==> src/rtl/dt_scanner_if.sv <==
// dt_scanner_if: display-controller bus.
//   value      [4*DIGITS-1:0]  value to show, digit 0 = least significant nibble
//   load                       one-cycle strobe capturing value
//   blank_lz                   leading-zero blanking enable
//   num        [3:0]           nibble sent to the shared dt_encoder
//   dt         [0:6]           segment pattern returned by dt_encoder
//   seg        [0:6]           registered segment drive, active-high
//   sel        [DIGITS-1:0]    registered one-hot digit enable, active-high
//   pending                    a loaded value waits for the next frame boundary
//   frame_done                 one-cycle pulse per frame wrap
// slave = dt_scanner side, master = system/encoder side.
interface dt_scanner_if #(
  parameter int DIGITS = 8
);
  logic [4*DIGITS-1:0] value;
  logic                load;
  logic                blank_lz;
  logic [3:0]          num;
  logic [0:6]          dt;
  logic [0:6]          seg;
  logic [DIGITS-1:0]   sel;
  logic                pending;
  logic                frame_done;

  modport slave (
    input  value, load, blank_lz, dt,
    output num, seg, sel, pending, frame_done
  );

  modport master (
    output value, load, blank_lz, dt,
    input  num, seg, sel, pending, frame_done
  );
endinterface

==> src/rtl/dt_scanner.sv <==
// dt_scanner: time-multiplexed seven-segment controller sharing one dt_encoder
// across DIGITS digits. Each digit slot lasts SCAN_DIV cycles. Loaded values
// are staged and committed only at frame wrap so a frame never mixes values.
// Ports:
//   clk    system clock, rising edge
//   reset  asynchronous, active-high
//   bus    dt_scanner_if.slave (value/load/blank_lz/dt in; num/seg/sel/
//          pending/frame_done out)
module dt_scanner #(
  parameter int DIGITS   = 8,
  parameter int SCAN_DIV = 50000
) (
  input  logic           clk,
  input  logic           reset,
  dt_scanner_if.slave    bus
);
  localparam int CW = (SCAN_DIV > 1) ? $clog2(SCAN_DIV) : 1;
  localparam int IW = (DIGITS > 1) ? $clog2(DIGITS) : 1;

  logic [CW-1:0]       cnt_q;
  logic [IW-1:0]       idx_q;
  logic [4*DIGITS-1:0] staging_q;
  logic [4*DIGITS-1:0] shadow_q;
  logic                pending_q;
  logic                frame_done_q;
  logic [DIGITS-1:0]   sel_q;
  logic [0:6]          seg_q;

  logic                tick;
  logic                wrap;
  logic                blank;
  logic [4*DIGITS-1:0] upper;
  logic [DIGITS-1:0]   sel_d;
  logic [0:6]          seg_d;

  always_comb begin
    tick  = (cnt_q == CW'(SCAN_DIV - 1));
    wrap  = tick && (idx_q == IW'(DIGITS - 1));
    // Shadow shifted down to the current digit: low nibble is the digit,
    // all-zero means this and every higher digit is zero.
    upper = shadow_q >> {idx_q, 2'b00};
    blank = bus.blank_lz && (idx_q != '0) && (upper == '0);
    sel_d = DIGITS'(1) << idx_q;
    seg_d = blank ? '0 : bus.dt;
  end

  always_ff @(posedge clk or posedge reset) begin
    if (reset) begin
      cnt_q        <= '0;
      idx_q        <= '0;
      staging_q    <= '0;
      shadow_q     <= '0;
      pending_q    <= 1'b0;
      frame_done_q <= 1'b0;
      sel_q        <= '0;
      seg_q        <= '0;
    end else begin
      cnt_q <= tick ? '0 : cnt_q + 1'b1;
      if (tick) begin
        idx_q <= wrap ? '0 : idx_q + 1'b1;
      end

      frame_done_q <= wrap;
      if (wrap) begin
        // A load coinciding with the wrap goes straight to the display.
        if (bus.load) begin
          shadow_q  <= bus.value;
          staging_q <= bus.value;
          pending_q <= 1'b0;
        end else if (pending_q) begin
          shadow_q  <= staging_q;
          pending_q <= 1'b0;
        end
      end else if (bus.load) begin
        staging_q <= bus.value;
        pending_q <= 1'b1;
      end

      sel_q <= sel_d;
      seg_q <= seg_d;
    end
  end

  assign bus.num        = upper[3:0];
  assign bus.seg        = seg_q;
  assign bus.sel        = sel_q;
  assign bus.pending    = pending_q;
  assign bus.frame_done = frame_done_q;
endmodule

==> src/flat_wrapper.sv <==
// flat-port wrapper written by rule: the top's interface ports become plain ports
module dt_scanner_flat 
#(
  parameter int DIGITS   = 8,
  parameter int SCAN_DIV = 50000
)
  (clk, reset, bus_value, bus_load, bus_blank_lz, bus_dt, bus_num, bus_seg, bus_sel, bus_pending, bus_frame_done);
  dt_scanner_if #(.DIGITS(DIGITS)) bus_i ();
  input  logic clk;
  input  logic reset;
  input wire logic [$bits(bus_i.value)-1:0] bus_value;
  input wire logic [$bits(bus_i.load)-1:0] bus_load;
  input wire logic [$bits(bus_i.blank_lz)-1:0] bus_blank_lz;
  input wire logic [$bits(bus_i.dt)-1:0] bus_dt;
  output wire logic [$bits(bus_i.num)-1:0] bus_num;
  output wire logic [$bits(bus_i.seg)-1:0] bus_seg;
  output wire logic [$bits(bus_i.sel)-1:0] bus_sel;
  output wire logic [$bits(bus_i.pending)-1:0] bus_pending;
  output wire logic [$bits(bus_i.frame_done)-1:0] bus_frame_done;
  assign bus_i.value = bus_value;
  assign bus_i.load = bus_load;
  assign bus_i.blank_lz = bus_blank_lz;
  assign bus_i.dt = bus_dt;
  assign bus_num = bus_i.num;
  assign bus_seg = bus_i.seg;
  assign bus_sel = bus_i.sel;
  assign bus_pending = bus_i.pending;
  assign bus_frame_done = bus_i.frame_done;
  dt_scanner #(.DIGITS(DIGITS), .SCAN_DIV(SCAN_DIV)) u_core (.clk(clk), .reset(reset), .bus(bus_i));
endmodule
==> config.mk <==
export PLATFORM = sky130hd
export DESIGN_NAME = dt_scanner_flat
export DESIGN_NICKNAME = d
export VERILOG_FILES = /design/src/rtl/dt_scanner_if.sv /design/src/rtl/dt_scanner.sv /design/src/flat_wrapper.sv
export SDC_FILE = /design/constraint.sdc
export NUM_CORES = 1
export LEC_CHECK = 0
export ABC_CLOCK_PERIOD_IN_PS = 5750
export CORE_MARGIN = 2
export CORE_UTILIZATION = 58
export CTS_CLUSTER_DIAMETER = 100
export CTS_CLUSTER_SIZE = 10
export DETAILED_ROUTE_END_ITERATION = 12
export GPL_TIMING_DRIVEN = 0
export PLACE_DENSITY = 0.84
export SLEW_MARGIN = 20
export SYNTH_ARGS = -nofsm -noshare
export SYNTH_HDL_FRONTEND = slang
export SYNTH_SLANG_ARGS = --single-unit
==> constraint.sdc <==
create_clock -name clk -period 5.75 [get_ports clk]
set_clock_uncertainty 0.05 [all_clocks]
set_input_delay 0.8625 -clock clk [delete_from_list [all_inputs] [get_ports clk]]
set_output_delay 0.8625 -clock clk [all_outputs]
set_load 0.01 [all_outputs]
==> out/metrics.yaml, run 1 <==
logic_synthesis:
  syn_area_per_cell_sq_um: 13.1
  yosys.area.top_type: "dfrtp_1"
  synth_top_area_frac: 0.561
  ys_types: 47
  synth_area_sq_um: 4460
  synth-edff-count: 0
  synth_seq_area_share: 0.561
  synthFlopType: "dfrtp_1"
  synthCells: 339
  synthTopCellsByArea: "dfrtp_1 56%, mux2_2 13%, mux2_1 2.8%, nor2_1 2.4%, xor2_1 2.2%"
  async_flop_share: 1.00
  synth_fp_nets: 389
  yosysWarningCount: 0
  ys_seq_elements: 100
clocking:
  numCtsBuffers: 9
  cts_tree: "done"
  clk_path_buf_depth: 2
  cts-hold-fix-buffers: 0
  htree_levels: 3
  cts_resized: 0
  cts_sinks: 100
  worstSkewPairLatency_ns: 0.36
  cts.clk_slew.worst_paths_ns: 0.08
  cts_root_buf: "clkbuf_8"
  post_cts_buffers: 0
drt:
  drc_errors: 0
  wl_mm: 8.59
  vias_per_cell: 5.60
  vias: 2895
  ant_nets: 0
  wire_per_inst_um: 16.6
  drtIter0Drc: 131
  first_pass_iters: 4
critical_path:
  crit_type: "flop to output port"
  path_cells: "buf_4 -> buf_2 -> mux4_1 -> nand2_1 -> nand2_1 -> clkdlybuf4s50_1"
  crit_buf_inv: 3
  critical_path.top_delay_family: "buffers and inverters"
  max_stage_delay_ns: 0.51
  worstPathArrival_ns: 2.38
  worstPathRequired_ns: 4.84
  crit_path_frequent_cell: "nand2_1"
  end_kind: "output port"
  path_max_fanout: 10
  startpoint_type: "flop"
  cp_slowest_cell: "dfrtp_1"
power:
  combPwrFrac: 0.073
  internal-power_mw: 0.950
  power_density_nw_per_um2: 226
  power_mw: 1.22
  swShare: 0.223
  net-switching-power_mw: 0.272
  ir_worst_vdd_mv: 0.149
  p_clk_frac: 0.327
  p_leak_nw: 2.48
  seq_power_share: 0.600
timing:
  fin_tns_setup_ns: 0
  finalCritPeriodShare: 0.573
  max_freq_ghz: 0.303
  hold_viol_final: 0
  worst-slew-pin-transition_ns: 0.757
  slew-limit-headroom: 0.482
  rsz0062_at_grt: "no"
  period_minus_slack_ns: 3.30
  drv_slew: 0
  hold_ws_ns: 0.452
  setup_violations: 0
floorplan:
  die_w_um: 91.7
  coreArea_sq_um: 7330
  dieArea_sq_um: 8400
  ios: 64
  rows: 31
  initial_core_util: 0.608
  fp.dieH_um: 91.7
finish:
  regArea_sq_um: 2500
  fin_util: 0.738
  fin_cells: 517
  area_growth_pct: 21.4
  multiInputGateArea_sq_um: 1820
  diodes: 0
  fin_nets: 463
  drive_gt1_frac: 0.222
  final_common_cell: "dfrtp_1"
  num-fill-cells: 482
  final_cell_mix: "100 x dfrtp_1, 62 x clkdlybuf4s50_1, 52 x mux2_2"
global_routing:
  grt_pass1_wl_mm: 14.6
  grt_max_degree: 63
  grt_antenna_before_repair: 0
  grtUsageTotal: 0.222
  grt_overflow_total: 0
  grt_pass1_vias: 2981
placement:
  place_inst: 501
  port_buffers: 62
  place.gp.congestion: 0.863
  hpwl_mm: 6.31
hold_path:
  hold_class: "flop to flop"
job:
  maxCapViolCount: 0
status:
  status: "finished, final reports clean"
power groups by stage:
stage | sequential (mW) | clock, mW | combinational [mW]
2_1_floorplan | 0.747 | 0 | 0.0431
3_3_place_gp | 0.746 | 0 | 0.0855
3_5_place_dp | 0.747 | 0 | 0.0906
4_1_cts | 0.733 | 0.410 | 0.0910
5_1_grt | 0.735 | 0.442 | 0.0983
6_report | 0.733 | 0.400 | 0.0889
sequential cells by signal (all words and copies together) (netlist names):
name and flops:
u_core.bus.frame_done 1, u_core.bus.pending 1, u_core.bus.seg 7, u_core.bus.sel 8, u_core.cnt_q 16, u_core.idx_q 3
u_core.shadow_q 32, u_core.staging_q 32
Yosys cell counts, types with 3 or more instances:
library cell  count
xnor2_1           3
inv_1             5
nand3_1          10
mux4_2            4
ha_1              7
o21ai_0           3
mux2i_1           5
a21oi_1           6
dfrtp_1         100
nor3_1           10
nor2b_1           5
buf_6             6
mux4_1            3
nor2_1           28
and2_1           10
mux2_1           11
mux2_2           52
xor2_1           11
a211oi_1          3
clkbuf_1          3
nand2_1          20
kinds of logic (layout without fill, tap and decap cells):
logic type	count (synthesis)	count (layout)	synth area share
xor gates and xnor gates	14	14	0.0275
DFF	100	100	0.561
buffers and inverters	21	100	0.0303
AOI/OAI and AO/OA	23	23	0.0393
adders and majority gates	7	7	0.0197
muxes	76	76	0.212
and+or+nand+nor	98	98	0.110
per-layer routing:
layer,global-route usage,part of all wire,vias to the layer above
met5,0,0,-
met4,0.0871,0.020,0
met3,0.0452,0.059,18
met2,0.350,0.47,104
met1,0.303,0.45,1426
li1,-,-,1347
final cells by class:
class	count	area share
Buffer	15	0.0206
Clock buffer	11	0.0261
Clock inverter	5	0.00693
Inverter	6	0.00532
Multi-Input combinational cell	218	0.336
Sequential cell	100	0.462
Tap cell	99	0.0229
Timing Repair Buffer	63	0.120
stage by stage:
step                worst slack (ns)  cell area (sq um)
floorplan                       2.22               4460
global placement               0.921               5200
detailed placement              2.85               5230
CTS                             2.46               5410
global route                    2.33               5410
finish                          2.45               5410
worst paths after layout:
check | start | to | slack, ns | cells after the start
min in group asynchronous | reset | u_core.bus.sel[5]$_DFF_PP0_ | 0.81 | 2
min reg2reg | u_core.staging_q[31]$_DFFE_PP0P_ | u_core.staging_q[31]$_DFFE_PP0P_ | 0.45 | 1
max | u_core.idx_q[1]$_DFFE_PP0N_ | bus_num[3] | 2.45 | 6
min | u_core.staging_q[31]$_DFFE_PP0P_ | u_core.staging_q[31]$_DFFE_PP0P_ | 0.45 | 1
max reg2reg | u_core.idx_q[0]$_DFFE_PP0N_ | u_core.bus.seg[4]$_DFF_PP0_ | 3.21 | 8
max in group asynchronous | reset | u_core.shadow_q[8]$_DFFE_PP0P_ | 4.24 | 3
Power figures use the tool's default switching activity.
==> run 2, diff against run 1 <==
- ABC_CLOCK_PERIOD_IN_PS: 5750 -> 2600
- CORE_UTILIZATION: 58 -> 49
- PLACE_DENSITY: 0.84 -> 0.76
- clock period: 5.75 -> 2.6 ns (I/O delays scaled with it)
==> out/metrics.yaml, run 2 (synthesis results as in run 1) <==
floorplan:
  coreArea_sq_um: 8760  # +20%
  rows: 34  # +9.7%
  dieArea_sq_um: 9870  # +18%
  fp.dieH_um: 99.4  # +8.4%
  initial_core_util: 0.509  # -0.0994
  die_w_um: 99.4  # +8.4%
  ios: 64  # unchanged
finish:
  fin_area_sq_um: 5470  # +1.1%
  fin_util: 0.624  # -0.114
  num-fill-cells: 686  # +42%
  final_cell_mix: "99 x dfrtp_1, 59 x clkdlybuf4s50_1, 52 x mux2_2"
  drive_gt1_frac: 0.235  # +0.0127
  diodes: 0  # unchanged
  top_regs: "u_core.shadow_q x32, u_core.staging_q x32, u_core.cnt_q x16"
  final_common_cell: "dfrtp_1"
  area_growth_pct: 22.7
  multiInputGateArea_sq_um: 1820  # -0.21%
  fin_cells: 529  # +2.3%
  fin_nets: 467  # +0.86%
  regArea_sq_um: 2500  # about the same
clocking:
  worstSkewPairLatency_ns: 0.37  # about the same
  cts_sinks: 100  # unchanged
  htree_levels: 3  # unchanged
  clk_path_buf_depth: 2  # unchanged
  cts.clk_slew.worst_paths_ns: 0.10  # +0.02 ns
  cts_tree: "done"
  cts_root_buf: "clkbuf_8"
  numCtsBuffers: 9  # unchanged
critical_path:
  end_kind: "output port"
  crit_buf_inv: 3  # unchanged
  worstPathArrival_ns: 2.02  # -0.36 ns
  startpoint_type: "flop"
  reg2reg_from: "u_core.idx_q[0]$_DFFE_PP0N_"
  path_max_fanout: 10  # unchanged
  path_cells: "buf_6 -> buf_6 -> mux4_2 -> nand2_1 -> nand2_1 -> dlygate4sd2_1"
  crit_type: "flop to output port"
  worstReg2RegEnd: "u_core.bus.seg[4]$_DFF_PP0_"
  rrSetupSlack_ns: 0.21  # -3.00 ns
  worstPathRequired_ns: 2.16  # -2.68 ns
  cp_slowest_cell: "mux4_2"
  path_depth: 6  # unchanged
  max_stage_delay_ns: 0.54  # +0.03 ns
  reg2reg_depth: 10  # +2
  critical_path.top_delay_family: "buffers and inverters"
global_routing:
  grt_antenna_before_repair: 0  # unchanged
  grt_pass1_wl_mm: 14.6  # about the same
  grt_overflow_total: 0  # unchanged
  grt_max_degree: 37  # -41%
  grt_pass1_vias: 3001  # +0.67%
  grtUsageTotal: 0.187  # -0.0347
status:
  status: "finished, final reports clean"
drt:
  drc_errors: 0  # unchanged
  first_pass_iters: 4  # unchanged
  vias_per_cell: 5.51  # -1.5%
  vias: 2917  # +0.76%
  drtIter0Drc: 150  # +15%
  ant_nets: 0  # unchanged
  wl_mm: 8.66  # +0.83%
  wire_per_inst_um: 16.4  # -1.5%
timing:
  drv_slew: 0  # unchanged
  setup_violations: 0  # unchanged
  hold_ws_ns: 0.441  # -0.0118 ns
  fin_tns_setup_ns: 0  # unchanged
  hold_viol_final: 0  # unchanged
  setup_slack_ns: 0.144  # -2.31 ns
  rsz0062_at_grt: "no"
  slew-limit-headroom: 0.508  # +0.0261
  worst-slew-pin-transition_ns: 0.736  # -0.0211 ns
  period_minus_slack_ns: 2.46
  finalCritPeriodShare: 0.945
  max_freq_ghz: 0.407
placement:
  place.gp.congestion: 0.821  # -4.9%
  port_buffers: 62  # unchanged
  hpwl_mm: 6.28  # -0.49%
  placed_area_sq_um: 5260  # +0.43%
  place_ws_ns: 0.182  # -2.67 ns
  place_inst: 511  # +2.0%
power:
  power_density_nw_per_um2: 511  # +130%
  ir_worst_vdd_mv: 0.258  # +73%
  power_mw: 2.80  # +130%
  p_leak_nw: 2.52  # +1.8%
job:
  maxCapViolCount: 0  # unchanged
hold_path:
  hold_class: "input pin to asynchronous set/reset pin"
[run 2: cell types whose count changed in the layout (fill, tap and decap cells not counted), sizes merged]
cell           delta
buf               +4
clkdlybuf4s50     -3
clkinv            -2
dlygate4sd2       +2
bufinv            +1
clkinvlp          +1
dlymetal6s2s      +1
inv               -1
[run 2: cell type report]
type / instances / area share
Tap cell: 108 / 0.0247
Sequential cell: 100 / 0.458
Buffer: 15 / 0.0208
Inverter: 6 / 0.00503
Multi-Input combinational cell: 218 / 0.332
Clock buffer: 11 / 0.0258
Clock inverter: 4 / 0.00915
Timing Repair Buffer: 67 / 0.125
[run 2: timing repair]
item,in CTS,in global routing
hold buffers,0,0
setup buffers,3,0
setup endpoints to repair,3,1
resized for setup,4,4
[run 2: power breakdown]
group	total, mW	switching (mW)	leakage [nW]	internal (mW)
Clock	0.976	0.511	0.0914	0.465
Combinational	0.199	0.0811	1.15	0.118
Sequential	1.62	0.0132	1.28	1.61
Total	2.80	0.605	2.52	2.19
[run 2: worst max path at each step]
stage	startpoint	endpoint	slack [ns]
2_1_floorplan	u_core.cnt_q[0]$_DFF_PP0_	u_core.shadow_q[20]$_DFFE_PP0P_	0.57
6_report	u_core.idx_q[0]$_DFFE_PP0N_	bus_num[1]	0.14
5_1_grt	u_core.idx_q[0]$_DFFE_PP0N_	bus_num[0]	0.007
3_5_place_dp	u_core.idx_q[0]$_DFFE_PP0N_	u_core.bus.seg[4]$_DFF_PP0_	0.18
4_1_cts	u_core.idx_q[1]$_DFFE_PP0N_	bus_num[3]	0.01
3_3_place_gp	reset	u_core.shadow_q[10]$_DFFE_PP0P_	0.06
[run 2: routing by layer]
metal	up-vias	share of wire	wire, um	global-route usage
li1	1341	-	-	-
met1	1444	0.44	3840	0.253
met2	114	0.47	4070	0.294
met3	18	0.064	554	0.0436
met4	0	0.023	196	0.0727
met5	-	0	0	0
==> run 3, diff against run 2 <==
- CAP_MARGIN: unset -> 20
- REMOVE_ABC_BUFFERS: unset -> 1
- SETUP_SLACK_MARGIN: unset -> 0.4
==> out/metrics.yaml, run 3 (synthesis results as in run 1) <==
timing:
  hold_viol_final: 0  # unchanged
  setup_violations: 0  # unchanged
  period_minus_slack_ns: 2.27  # -0.189 ns
  drv_slew: 0  # unchanged
  hold_ws_ns: 0.352  # -0.0888 ns
  worst-slew-pin-transition_ns: 0.414  # -0.323 ns
  rsz0062_at_grt: "yes"
  slew-limit-headroom: 0.722  # +0.214
  max_freq_ghz: 0.441  # +8.3%
  finalCritPeriodShare: 0.872  # -0.0726
  setup_slack_ns: 0.333  # +0.189 ns
clocking:
  cts.clk_slew.worst_paths_ns: 0.09  # about the same
  htree_levels: 3  # unchanged
  cts_sinks: 100  # unchanged
  numCtsBuffers: 9  # unchanged
  clk_path_buf_depth: 2  # unchanged
  cts_root_buf: "clkbuf_8"
  cts_tree: "done"
  worstSkewPairLatency_ns: 0.36  # about the same
drt:
  wl_mm: 9.03  # +4.3%
  drc_errors: 0  # unchanged
  first_pass_iters: 4  # unchanged
  drtIter0Drc: 139  # -7.3%
  ant_nets: 0  # unchanged
  wire_per_inst_um: 16.7  # +2.2%
  vias: 2956  # +1.3%
  vias_per_cell: 5.47  # -0.73%
floorplan:
  ios: 64  # unchanged
  dieArea_sq_um: 9870  # unchanged
  die_w_um: 99.4  # unchanged
  coreArea_sq_um: 8760  # unchanged
  fp.dieH_um: 99.4  # unchanged
  rows: 34  # unchanged
  initial_core_util: 0.509  # unchanged
critical_path:
  crit_buf_inv: 3  # unchanged
  critical_path.top_delay_family: "multiplexers"
  cp_slowest_cell: "dfrtp_4"
  max_stage_delay_ns: 0.50  # -0.04 ns
  worstPathRequired_ns: 2.16  # about the same
  path_max_fanout: 5  # -5
  startpoint_type: "flop"
  end_kind: "output port"
  crit_type: "flop to output port"
  path_cells: "buf_12 -> mux2i_1 -> mux4_2 -> inv_2 -> buf_6"
  worstPathArrival_ns: 1.83  # -0.19 ns
finish:
  drive_gt1_frac: 0.322  # +0.0866
  top_regs: "u_core.shadow_q x32, u_core.staging_q x32, u_core.cnt_q x16"
  diodes: 0  # unchanged
  final_cell_mix: "97 x dfrtp_1, 58 x clkdlybuf4s50_1, 52 x mux2_2"
  final_common_cell: "dfrtp_1"
  regArea_sq_um: 2510  # +0.30%
  multiInputGateArea_sq_um: 1880  # +3.4%
  fin_nets: 477  # +2.1%
  fin_area_sq_um: 5800  # +6.0%
  fin_cells: 540  # +2.1%
  num-fill-cells: 654  # -4.7%
  area_growth_pct: 30.1
global_routing:
  grt_antenna_before_repair: 0  # unchanged
  grt_overflow_total: 0  # unchanged
  grt_pass1_vias: 3015  # +0.47%
  grt_max_degree: 57  # +54%
  grt_pass1_wl_mm: 15.0  # +3.2%
  grtUsageTotal: 0.196  # +0.00957
hold_path:
  hold_class: "input pin to asynchronous set/reset pin"
placement:
  place.gp.congestion: 0.816  # -0.62%
  port_buffers: 63  # +1.6%
  placed_area_sq_um: 5200  # -1.0%
  hpwl_mm: 5.94  # -5.4%
  place_ws_ns: -0.371  # -0.554 ns
  place_inst: 498  # -2.5%
power:
  p_leak_nw: 2.63  # +4.3%
  power_density_nw_per_um2: 530  # +3.7%
  ir_worst_vdd_mv: 0.271  # +5.2%
job:
  maxCapViolCount: 0  # unchanged
status:
  status: "finished, final reports clean"
## run 3: cell types whose count changed in the layout (fill, tap and decap cells not counted), sizes merged
| cell | delta |
|---|---|
| buf | +16 |
| dlygate4sd2 | -2 |
| inv | +1 |
| clkinv | -2 |
| clkinvlp | -2 |
| dlymetal6s2s | -1 |
| bufinv | +2 |
| clkdlybuf4s50 | -1 |
## run 3: final timing paths
| check | from | to | slack, ns | depth (start not counted) |
|---|---|---|---|---|
| worst max-delay path | u_core.idx_q[1]$_DFFE_PP0N_ | bus_num[2] | 0.33 | 5 |
| worst min-delay path | reset | u_core.bus.sel[7]$_DFF_PP0_ | 0.35 | 2 |
| min in group clk | u_core.cnt_q[13]$_DFF_PP0_ | u_core.cnt_q[13]$_DFF_PP0_ | 0.44 | 1 |
| worst min register to register | u_core.cnt_q[13]$_DFF_PP0_ | u_core.cnt_q[13]$_DFF_PP0_ | 0.44 | 1 |
| max in group asynchronous | reset | u_core.idx_q[1]$_DFFE_PP0N_ | 1.54 | 3 |
| worst max register to register | u_core.idx_q[1]$_DFFE_PP0N_ | u_core.bus.seg[5]$_DFF_PP0_ | 0.38 | 8 |
## run 3: what timing repair did
action	4_1_cts	5_1_grt
gates resized for setup	44	19
hold buffers	0	0
pin swaps	7	5
cloned	1	2
setup endpoints to repair	43	41
buffers inserted	17	6
## run 3: metal layers
metal  global-route usage  wire length (um)  vias up
met4               0.0717               146        0
li1                     -                 -     1366
met1                0.258              3910     1484
met2                0.318              4390       94
met3               0.0513               585       12
met5                    0                 0        -
## run 3: layout make-up
class | instances | share of cell area
Sequential cell | 100 | 0.433
Clock buffer | 13 | 0.0309
Multi-Input combinational cell | 218 | 0.324
Timing Repair Buffer | 92 | 0.168
Clock inverter | 3 | 0.0155
Tap cell | 108 | 0.0233
Inverter | 6 | 0.00583
## run 3: power by group
group / internal, mW / switching [mW] / total, mW
combinational: 0.120 / 0.0803 / 0.200
sequential: 1.61 / 0.0130 / 1.62
clock: 0.744 / 0.506 / 1.25
## run 3: per-stage QoR
stage           util  TNS (ns)  total power [mW]
5_1_grt        0.662         0              3.19
6_report       0.662         0              3.07
4_1_cts        0.648         0              3.11
3_3_place_gp   0.583   -220.64              1.84
3_5_place_dp   0.594     -3.21              1.86
2_1_floorplan      -    -45.88              1.74
